$ cat src/rtl/au_div_sequencer_pkg.sv
// Shared definitions for the divide sequencer and its arithmetic unit.
//   - AU opcode constants selecting A+B, A+1, A-B, A-1
//   - FSM state encoding for the sequencer
package au_div_sequencer_pkg;

    localparam int AU_WIDTH = 8;

    localparam logic [1:0] AU_ADD = 2'b00;
    localparam logic [1:0] AU_INC = 2'b01;
    localparam logic [1:0] AU_SUB = 2'b10;
    localparam logic [1:0] AU_DEC = 2'b11;

    typedef enum logic [2:0] {
        ST_IDLE = 3'd0,
        ST_TEST = 3'd1,
        ST_SUB  = 3'd2,
        ST_INC  = 3'd3,
        ST_DONE = 3'd4
    } state_t;

endpackage

$ cat src/rtl/au_div_sequencer_au.sv
// arithmetic_unit: combinational 8-bit ALU shared by the divide sequencer.
// Ports:
//   i_a, i_b  [7:0]  operands
//   i_sel     [1:0]  00 A+B, 01 A+1, 10 A-B, 11 A-1
//   o_y       [7:0]  result
//   o_nzvc    [3:0]  {negative, zero, signed overflow, carry/borrow}
module arithmetic_unit
    import au_div_sequencer_pkg::*;
(
    input  logic [AU_WIDTH-1:0] i_a,
    input  logic [AU_WIDTH-1:0] i_b,
    input  logic [1:0]          i_sel,
    output logic [AU_WIDTH-1:0] o_y,
    output logic [3:0]          o_nzvc
);

    logic [AU_WIDTH:0] w_ext;
    logic              w_v;

    always_comb begin
        w_ext = '0;
        w_v   = 1'b0;
        case (i_sel)
            AU_ADD: begin
                w_ext = {1'b0, i_a} + {1'b0, i_b};
                w_v   = (i_a[AU_WIDTH-1] == i_b[AU_WIDTH-1]) &&
                        (w_ext[AU_WIDTH-1] != i_a[AU_WIDTH-1]);
            end
            AU_INC: begin
                w_ext = {1'b0, i_a} + 9'd1;
                w_v   = (i_a == 8'h7F);
            end
            AU_SUB: begin
                // Bit 8 of the 9-bit difference is the borrow out.
                w_ext = {1'b0, i_a} - {1'b0, i_b};
                w_v   = (i_a[AU_WIDTH-1] != i_b[AU_WIDTH-1]) &&
                        (w_ext[AU_WIDTH-1] != i_a[AU_WIDTH-1]);
            end
            default: begin
                w_ext = {1'b0, i_a} - 9'd1;
                w_v   = (i_a == 8'h80);
            end
        endcase
    end

    assign o_y    = w_ext[AU_WIDTH-1:0];
    assign o_nzvc = {w_ext[AU_WIDTH-1], (w_ext[AU_WIDTH-1:0] == '0), w_v, w_ext[AU_WIDTH]};

endmodule

$ cat src/rtl/au_div_sequencer.sv
// au_div_sequencer: multi-cycle unsigned 8-bit divider by repeated
// subtraction, time-sharing one arithmetic_unit between the remainder
// (A-B) and quotient (A+1) updates.
// Ports:
//   clk, rst            clock, synchronous active-high reset
//   start               request, accepted only in IDLE
//   dividend, divisor   operands, latched when start is accepted
//   busy                high in every state except IDLE
//   done                one-cycle pulse while in DONE
//   quotient, remainder registered results (intermediate while busy)
//   div_by_zero         registered error flag
module au_div_sequencer
    import au_div_sequencer_pkg::*;
#(
    parameter int WIDTH = 8
) (
    input  logic             clk,
    input  logic             rst,
    input  logic             start,
    input  logic [WIDTH-1:0] dividend,
    input  logic [WIDTH-1:0] divisor,
    output logic             busy,
    output logic             done,
    output logic [WIDTH-1:0] quotient,
    output logic [WIDTH-1:0] remainder,
    output logic             div_by_zero
);

    state_t           r_state;
    state_t           w_state_next;
    logic [WIDTH-1:0] r_divisor;
    logic [WIDTH-1:0] r_quotient;
    logic [WIDTH-1:0] r_remainder;
    logic             r_div_by_zero;

    logic [WIDTH-1:0] w_au_a;
    logic [WIDTH-1:0] w_au_b;
    logic [1:0]       w_au_sel;
    logic [WIDTH-1:0] w_au_y;

    // Flags are not needed: the loop decision is a local compare in TEST.
    arithmetic_unit u_au (
        .i_a    (w_au_a),
        .i_b    (w_au_b),
        .i_sel  (w_au_sel),
        .o_y    (w_au_y),
        .o_nzvc ()
    );

    always_ff @(posedge clk) begin
        if (rst) begin
            r_state <= ST_IDLE;
        end else begin
            r_state <= w_state_next;
        end
    end

    always_comb begin
        w_state_next = r_state;
        w_au_a       = '0;
        w_au_b       = '0;
        w_au_sel     = AU_ADD;
        case (r_state)
            ST_IDLE: begin
                if (start) begin
                    w_state_next = (divisor == '0) ? ST_DONE : ST_TEST;
                end
            end
            ST_TEST: begin
                w_state_next = (r_remainder >= r_divisor) ? ST_SUB : ST_DONE;
            end
            ST_SUB: begin
                w_au_a       = r_remainder;
                w_au_b       = r_divisor;
                w_au_sel     = AU_SUB;
                w_state_next = ST_INC;
            end
            ST_INC: begin
                w_au_a       = r_quotient;
                w_au_sel     = AU_INC;
                w_state_next = ST_TEST;
            end
            ST_DONE: begin
                w_state_next = ST_IDLE;
            end
            default: begin
                w_state_next = ST_IDLE;
            end
        endcase
    end

    always_ff @(posedge clk) begin
        if (rst) begin
            r_divisor     <= '0;
            r_quotient    <= '0;
            r_remainder   <= '0;
            r_div_by_zero <= 1'b0;
        end else begin
            case (r_state)
                ST_IDLE: begin
                    if (start) begin
                        r_divisor     <= divisor;
                        r_remainder   <= dividend;
                        r_quotient    <= '0;
                        r_div_by_zero <= (divisor == '0);
                    end
                end
                ST_SUB:  r_remainder <= w_au_y;
                ST_INC:  r_quotient  <= w_au_y;
                default: ;
            endcase
        end
    end

    assign busy        = (r_state != ST_IDLE);
    assign done        = (r_state == ST_DONE);
    assign quotient    = r_quotient;
    assign remainder   = r_remainder;
    assign div_by_zero = r_div_by_zero;

endmodule

$ cat config.mk
export PLATFORM = sky130hd
export DESIGN_NAME = au_div_sequencer
export DESIGN_NICKNAME = d
export VERILOG_FILES = /design/src/rtl/au_div_sequencer_pkg.sv /design/src/rtl/au_div_sequencer_au.sv /design/src/rtl/au_div_sequencer.sv
export SDC_FILE = /design/constraint.sdc
export NUM_CORES = 1
export LEC_CHECK = 0
export CORE_MARGIN = 3
export CORE_UTILIZATION = 53
export CTS_BUF_LIST = sky130_fd_sc_hd__clkbuf_2
export DETAILED_ROUTE_END_ITERATION = 16
export PLACE_DENSITY_LB_ADDON = 0.05
export RECOVER_POWER = 50
export SLEW_MARGIN = 20
export SYNTH_ARGS = -nofsm -noshare
export SYNTH_HDL_FRONTEND = slang
export SYNTH_SLANG_ARGS = --single-unit
$ cat constraint.sdc
create_clock -name clk -period 3.1 [get_ports clk]
set_clock_uncertainty 0.1 [all_clocks]
set_input_delay 0.62 -clock clk [delete_from_list [all_inputs] [get_ports clk]]
set_output_delay 0.62 -clock clk [all_outputs]
set_load 0.01 [all_outputs]
---- Yosys cells after proc, flatten, opt, wreduce, memory -nomap -nowiden ----
Cells that the tools add are included.
cells by class
  equality and inequality tests ........... 7
  multiplexer cells ....................... 12
  $add $sub $neg .......................... 4
  reductions and logical operators ........ 9
  order comparisons ....................... 1
operator list
  cell                                                                   number
  8-bit one-hot mux with 2 select lines                                  3
  8-bit two-way mux                                                      3
  8-bit one-hot mux with 3 select lines                                  1
  3-bit one-hot mux with 4 select lines                                  1
  3-bit two-way mux                                                      3
  8-bit by 1-bit adder with 8-bit output, second input constant          1
  8-bit adder                                                            1
  8-bit greater-or-equal comparator                                      1
  8-bit logical NOT                                                      1
  8-bit by 1-bit subtractor with 8-bit output, second input constant     1
  8-bit subtractor                                                       1
  3-bit by 2-bit equality test with 1-bit output, second input constant  2
  2-bit AND reduction                                                    3
  2-bit one-hot mux with 2 select lines                                  1
  2-bit nonzero test                                                     2
  3-bit by 1-bit equality test with 1-bit output, second input constant  1
  3-bit equality test, second input constant                             1
  3-bit logical NOT                                                      1
  3-bit nonzero test                                                     1
  2-bit by 1-bit equality test with 1-bit output, second input constant  1
  2-bit equality test, second input constant                             1
  2-bit logical NOT                                                      1
  2-bit != test, second input constant                                   1
storage, ports and cells
  output and inout bits ................... 19
  flip-flop bits (word level) ............. 28
  logic and storage cells ................. 38

---- Depth between registers and ports, before layout ----
  word-level depth ........................ 5
  depth in mapped cells ................... 12
  depth with buffers taken out ............ 10

---- Cells and area by module ----
A second synthesis with hierarchy kept.
unflattened totals
  cells, all modules ...................... 355
  area, all modules ....................... 2,708.8 µm²
by module, submodules not included
  module            cells an instance  times used  area an instance (µm²)
  au_div_sequencer  190                1           1,465.2
  arithmetic_unit   165                1           1,243.7

---- Worst setup path before layout ----
OpenSTA, ideal clock, no wires.
  path kind ............................... reg-to-reg
  start point ............................. register r_state[0]
  end point ............................... register r_remainder[6] (netlist: remainder[6])
  cell stages (with the launch flop) ...... 13
  required time ........................... 2,865 ps
  period minus slack after synthesis ...... 2,652 ps
  slack ................................... 448 ps
  buffers on the path ..................... 2
  arrival time ............................ 2,416 ps
  setup time .............................. 135 ps
  cell sequence ........................... dfxtp_1 -> buf_4 -> clkbuf_1 -> nand2_1 -> o21ai_0 -> nand2_1 -> ha_1 -> fa_1 -> nor2b_1 -> o31a_1 -> mux2_2 -> a21oi_1 -> a211oi_1
between the ends
  longest elaborated chain between the ends .. 5
  elaborated cells between the ends (all ways) .. 18
  those cells by class .................... add/sub (4); eq/ne (5); mux (5); reduce/logical (4)
RTL lines
  element                                                                   RTL line                                        text
  from (decl)                                                               au_div_sequencer.sv:29                          state_t r_state;
  from (signal assigned)                                                    au_div_sequencer.sv:54                          r_state <= w_state_next;
  3-bit by 2-bit equality test with 1-bit output, on equally long branches  au_div_sequencer.sv:63, au_div_sequencer.sv:99
  8-bit one-hot mux with 2 select lines (tied with other cells)             au_div_sequencer.sv:63                          case (r_state)
  8-bit by 1-bit subtractor with 8-bit output (tied with other cells)       au_div_sequencer_au.sv:40                       w_ext = {1'b0, i_a} - 9'd1;
  8-bit one-hot mux with 3 select lines                                     au_div_sequencer_au.sv:23                       case (i_sel)
  8-bit one-hot mux with 2 select lines                                     au_div_sequencer.sv:99                          case (r_state)
  to (signal assigned)                                                      au_div_sequencer.sv:103                         r_remainder <= dividend;
  to (signal assigned)                                                      au_div_sequencer.sv:108                         ST_SUB: r_remainder <= w_au_y;
  to (decl)                                                                 au_div_sequencer.sv:33                          logic [WIDTH-1:0] r_remainder;
Several ways; a longest one is shown, not always the timed one.
A chain may end at the register's enable or synchronous reset.

---- Worst setup path after layout ----
  start point ............................. register r_state[0]
  end point ............................... output port busy
between the ends
  longest elaborated chain between the ends .. 1
RTL lines
  element             RTL line                 text
  3-bit nonzero test  au_div_sequencer.sv:115  assign busy = (r_state != ST_IDLE);
  to (decl)           au_div_sequencer.sv:22   output logic busy,
No other way between the ends.

==> impl_summary.txt <==
----------------------------------------------------
[Drt]
  Post-DRT Antenna Nets ... 0
  Met3 routed wirelength ... 129 µm
  Post-detailed-route DRC marker count ... 0
  Average routed wire per standard cell ... 14.0 µm
  Number of DRC markers after the initial detailed-route iteration ... 131
  M1 WL ... 2.20 mm
  Count of vias placed by the detailed router ... 1724
  Routed wire length ... 4.41 mm
  Detailed-routed wire length on met2 ... 2.06 mm
  Via/cell ratio ... 5.46
  Total iterations of the first detailed-routing run ... 4
  Uppermost routed layer ... met4

[Synthesis]
  Share of synthesized cell area in full adder, half adder and majority cells ... 0.110
  Net count after synthesis ... 273
  Share of cell area taken by muxes after synthesis ... 0.0599
  Post-Syn Area per Cell ... 7.90 µm²
  Number of distinct library cells after synthesis ... 46
  Number of enable flip-flop cells after synthesis ... 0
  Synth Area in Compound Gates ... 0.212
  Combinational family with the most area after synthesis ... simple AND/OR/NAND/NOR gates
  Parity-gate share of the synthesized area counting xor and xnor cells ... 0.00931
  Area share of the largest cell type after synthesis ... 0.298
  Cell count after synthesis ... 238
  Cell area after technology mapping ... 1880 µm²
  Async set-reset flop share out of synthesis ... 0
  Library cell with the largest summed area after synthesis ... sky130_fd_sc_hd__dfxtp_1
  Most used flip-flop cell after synthesis ... sky130_fd_sc_hd__dfxtp_1
  Simple logic cell fraction of the synthesized area ... 0.243
  Number of register bits inferred by synthesis ... 28
  Number of warnings reported in the yosys synthesis log ... 0
  Cell types with the largest area share after synthesis ... sky130_fd_sc_hd__dfxtp_1 (30%), sky130_fd_sc_hd__ha_1 (10%), sky130_fd_sc_hd__nand2_1 (7.2%), sky130_fd_sc_hd__a21oi_1 (5.9%), sky130_fd_sc_hd__mux2i_1 (4.8%)
  Part of the Yosys area used for sequential elements ... 0.298

[Timing]
  Share of the clock period used by the worst path after layout ... 0.891
  Setup tns final ... 0 ns
  Transition time of the tightest slew-check pin ... 0.811 ns
  Final Hold Vio Count ... 0
  Unrepaired setup endpoints after global routing ... false
  Headroom to the max-slew limit ... 0.459
  Number of endpoints failing setup at the final stage ... 0
  Peak Freq ... 362 MHz
  Fin worst setup slack ... 0.336 ns
  Minimum clock period after layout ... 2.76 ns
  Fin. max-slew vios ... 0

[Floorplan]
  DIE WIDTH ... 65.6 µm
  Floorplan die area ... 4300 µm²
  Core box area ... 3390 µm²
  Number of top-level pins ... 38
  Num rows ... 21
  Starting density of the core ... 0.555
  Die boundary height ... 65.6 µm

[Outcome]
  Run status ... finished clean

[Critical path]
  CP arrival ... 2.04 ns
  Gate family responsible for the most delay along the worst path ... buffers and inverters
  Register-to-register path setup slack ... 0.41 ns
  Worst path required time ... 2.38 ns
  Buffering stage count on the worst path with inverters included ... 3
  Startpoint of the worst setup timing path ... r_state[0]
  Slowest cell delay on critical path ... 0.53 ns
  Critical path destination ... busy
  Setup crit start kind ... flop
  Biggest fanout along the worst timing path ... 19
  Worst path slowest cell ... sky130_fd_sc_hd__clkdlybuf4s50_1
  Sort of element at the end of the critical path ... output pin
  Worst R2R Path Depth ... 9
  Cell Chain, Critical Path ... clkbuf_2 > nor3_1 > inv_1 > clkdlybuf4s50_1
  Worst r2r dst ... quotient[7]
  Type of the worst setup path ... flop to output pin
  CP Depth ... 4
  Launching point of the worst reg2reg path ... r_state[0]

[Power]
  Share of total power in combinational logic ... 0.424
  Worst IR drop on VDD ... 0.000215 V
  Fraction of power consumed by sequential logic ... 0.443
  Internal Dissipation ... 620 µW
  Power density normalized to cell area ... 438 nW/µm²
  Leak ... 0.894 nW
  Clk pwr share ... 0.133
  Switching component of the power ... 369 µW
  Fraction of power spent switching nets ... 0.373

[Clock network]
  Max clock buf depth ... 2
  Hold-fix buffers, CTS ... 0
  Number of resized instances in the post-cts repair step ... 0
  Clock latency of the later-clocked register in the worst-skew pair ... 0.36 ns
  CTS buffer count ... 3
  Clock root buffer ... sky130_fd_sc_hd__clkbuf_2
  Maximum level of the CTS H-tree ... 1
  Number of sinks driven by the clock tree ... 28
  Clock transition at the registers of the reported paths ... 0.25 ns
  TritonCTS clock tree ... yes
  Buffers inserted during post-CTS setup optimization ... 0

[Place]
  Area of placed instances ... 2270 µm²
  Detailed placement HPWL ... 3.36 mm
  Number of port buffers ... 37
  Minimum setup slack after placement ... 0.497 ns
  Final weighted congestion in routability-driven placement ... 0.845

[Global routing]
  Global route overflow ... 0
  Initial antenna violation count ... 0
  Total track usage ... 0.224
  Via count of the first global-routing pass ... 1643
  Largest net degree at the start of global routing ... 20
  Global-route wire length before repair ... 7.62 mm

[Worst hold path]
  Number of cells on the worst hold path ... 2
  Worst Hold Class ... flop to flop

[Finish]
  Ant diodes ... 0
  Fraction of final layout cells sized beyond drive strength 1 ... 0.0630
  Final non-filler cell area ... 2260 µm²
  Relative area change from synthesis to final layout ... 20.0%
  Net total in the final layout ... 307

[Run]
  Number of max-capacitance violations reported ... 0

----------------------------------------------------
-- placed cells by master, fill, tap and decap left out, types with 3 or more instances in the layout --
| cell type | n |
|---|---|
| sky130_fd_sc_hd__a211oi_1 | 5 |
| sky130_fd_sc_hd__a21oi_1 | 22 |
| sky130_fd_sc_hd__a31oi_1 | 4 |
| sky130_fd_sc_hd__and2_1 | 3 |
| sky130_fd_sc_hd__buf_4 | 3 |
| sky130_fd_sc_hd__clkbuf_2 | 4 |
| sky130_fd_sc_hd__clkdlybuf4s50_1 | 23 |
| sky130_fd_sc_hd__dfxtp_1 | 28 |
| sky130_fd_sc_hd__dlygate4sd3_1 | 14 |
| sky130_fd_sc_hd__ha_1 | 15 |
| sky130_fd_sc_hd__inv_1 | 12 |
| sky130_fd_sc_hd__mux2i_1 | 9 |
| sky130_fd_sc_hd__nand2_1 | 36 |
| sky130_fd_sc_hd__nand2b_1 | 4 |
| sky130_fd_sc_hd__nand3_1 | 9 |
| sky130_fd_sc_hd__nor2_1 | 24 |
| sky130_fd_sc_hd__nor2b_1 | 3 |
| sky130_fd_sc_hd__nor3_1 | 3 |
| sky130_fd_sc_hd__o21a_1 | 4 |
| sky130_fd_sc_hd__o21ai_0 | 12 |
-- tightest hold or removal path: stages, from the launching register on --
cell,delay (ns)
sky130_fd_sc_hd__dfxtp_1,0.37
sky130_fd_sc_hd__nand2_1,0.06
sky130_fd_sc_hd__a21oi_1,0.05
-- Yosys cell counts (all sizes together) (2+ instances only) --
library cell / instances
clkbuf: 5
mux2: 2
nor3b: 2
and2: 4
inv: 12
nor2b: 3
ha: 15
o21a: 4
nor2: 24
o21bai: 2
dfxtp: 28
nand2b: 4
o21ai: 13
a31oi: 4
xnor2: 2
o31a: 2
or3: 2
nand3: 9
a21oi: 23
nor3: 3
a211oi: 6
buf: 9
or4: 2
a311oi: 3
nand2: 37
mux2i: 9
-- cell families (layout without fill, tap and decap cells) --
group           after synthesis  count (layout)
compound gates               61              61
xor+xnor                      2               2
fa+ha+maj                    16              16
buf+inv                      26              58
flops                        28              28
mux                          11              11
simple gates                 94              94
-- per-stage QoR --
step / hold WS [ns] / power, mW / instances / utilization
detailed placement: 0.357 / 0.874 / 313 / 0.670
CTS: 0.387 / 1.01 / 316 / 0.674
global placement: 0.345 / 0.872 / 313 / 0.670
global route: 0.412 / 1.06 / 316 / 0.666
finish: 0.378 / 0.989 / 316 / 0.666
floorplan: 0.346 / 0.734 / 238 / -
-- worst min path at each step --
stage                 startpoint      endpoint  slack (ns)
CTS                  div_by_zero   div_by_zero        0.39
detailed placement   div_by_zero   div_by_zero        0.36
finish               div_by_zero   div_by_zero        0.38
global placement     div_by_zero   div_by_zero        0.34
global route         quotient[5]   quotient[5]        0.41
floorplan           r_divisor[1]  r_divisor[1]        0.35
-- power groups by stage --
stage | combinational (mW) | clock [mW] | sequential [mW]
2_1_floorplan | 0.292 | 0 | 0.442
3_3_place_gp | 0.427 | 0 | 0.446
3_5_place_dp | 0.427 | 0 | 0.447
4_1_cts | 0.431 | 0.136 | 0.440
5_1_grt | 0.475 | 0.142 | 0.443
6_report | 0.419 | 0.132 | 0.438
-- sequential cells by signal (all words and copies together) (netlist names) --
| register | cells |
|---|---|
| r_state | 3 |
| r_divisor | 8 |
| remainder | 8 |
| quotient | 8 |
| div_by_zero | 1 |
-- layer usage --
layer / track usage / up-vias
met4: 0.0440 / 0
met2: 0.386 / 34
li1: - / 895
met3: 0.0222 / 2
met5: 0 / -
met1: 0.303 / 793
-- area by class of cell --
class	instances	area [µm²]
Sequential cell	28	561
Tap cell	46	57.6
Timing Repair Buffer	43	405
Clock buffer	3	15.0
Inverter	12	45.0
Fill cell	300	1130
Multi-Input combinational cell	184	1170
Power figures use the tool's default switching activity.
==> variant (same flow settings) <==
Make the reset (`rst`) asynchronous in 2 clocked blocks. Comments in the files are not updated.
--- a/src/rtl/au_div_sequencer.sv
+++ b/src/rtl/au_div_sequencer.sv
@@ -48,5 +48,5 @@
     );
 
-    always_ff @(posedge clk) begin
+    always_ff @(posedge clk or posedge rst) begin
         if (rst) begin
             r_state <= ST_IDLE;
@@ -90,5 +90,5 @@
     end
 
-    always_ff @(posedge clk) begin
+    always_ff @(posedge clk or posedge rst) begin
         if (rst) begin
             r_divisor     <= '0;
Check against the original RTL: differs if rst is asserted again (counterexample within 4 cycles, from zero or initial values and one cycle with rst high); with rst held inactive, the same outputs for 10 cycles.
==> variant against the original RTL <==
The flow now finishes with violations (max-capacitance violations, max-slew violations). Sequential cell count stayed put. Hold slack better by 0.048 ns. Design area fell by 1.4%. Synthesized cell count fell by 15%. Worst setup slack lost 0.012 ns. First-iteration DRC count down 30%. Register-to-register slack worse by 0.09 ns. Synthesized area fell by 2.3%. Wire length up 2.1%. Global-route usage is 0.52 points higher. Cell count is 11% lower.
Power is not compared: it rests on default switching activity, and its combinational part moved more than twofold at a synthesized area within 25%.
==> variant: results (changes against the original RTL) <==
| Metric | Value |
|---|---|
| End of the critical path | `quotient[4]` |
| Vias in the first global route | `1612 (-1.9%)` |
| Routing usage on met2 | `0.405 (+0.0193)` |
| DRT met1 WL | `1940 um (-12%)` |
| Outcome | `complete, but fails checks` |
| Slew Limit Fails | `29 (+29)` |
| Critical Path AT | `2.97 ns (+0.93 ns)` |
| Met2 WL post-DR | `2150 um (+4.1%)` |
| Ys async rst share | `1.00 (+1.00)` |
| Unique masters post-synth | `41 (-11%)` |
| Main combinational cell family by area after synthesis | `compound AO/OA/AOI/OAI gates` |
| GR met3 Demand/Resource | `0.0295 (+0.00724)` |
| R2r worst-path depth | `6 (-3)` |
| Post-synth net total | `238 (-13%)` |
| Rel. slew slack | `-0.0387 (-0.497)` |
| First-pass GRT wire length | `7500 um (-1.6%)` |
| Max-Cap Viols | `1 (+1)` |
| GR Util All Layers | `0.229 (+0.00517)` |
| CP startpoint | `r_state[0]` |
| Synth Area in Compound Gates | `0.205 (-0.00668)` |
| Multi-input gates | `155 (-16%)` |
| Failing checks | `max-capacitance violations, max-slew violations` |
| Worst path max stage delay | `0.85 ns (+0.32 ns)` |
| Final clock-cell share | `0.00675 (+0.0000973)` |
| Metal3 WL | `354 um (+170%)` |
==> variant: per-stage QoR <==
stage	worst slack, ns	power (W)	std cells	utilization	cell area (sq um)
floorplan	0.717	0.00163	203	-	1840
global placement	0.548	0.00203	278	0.700	2220
detailed placement	0.499	0.00209	278	0.700	2220
CTS	0.401	0.00223	281	0.705	2240
global route	0.122	0.00241	281	0.700	2220
finish	0.324	0.00222	281	0.700	2220
==> variant: worst min path at each step <==
| stage | from | slack [ns] | cells past startpoint | to |
|---|---|---|---|---|
| floorplan | r_state[2] | 0.36 | 1 | r_state[0] |
| global placement | div_by_zero | 0.36 | 2 | div_by_zero |
| detailed placement | div_by_zero | 0.38 | 2 | div_by_zero |
| CTS | div_by_zero | 0.43 | 2 | div_by_zero |
| global route | r_state[2] | 0.44 | 1 | r_state[0] |
| finish | div_by_zero | 0.43 | 2 | div_by_zero |
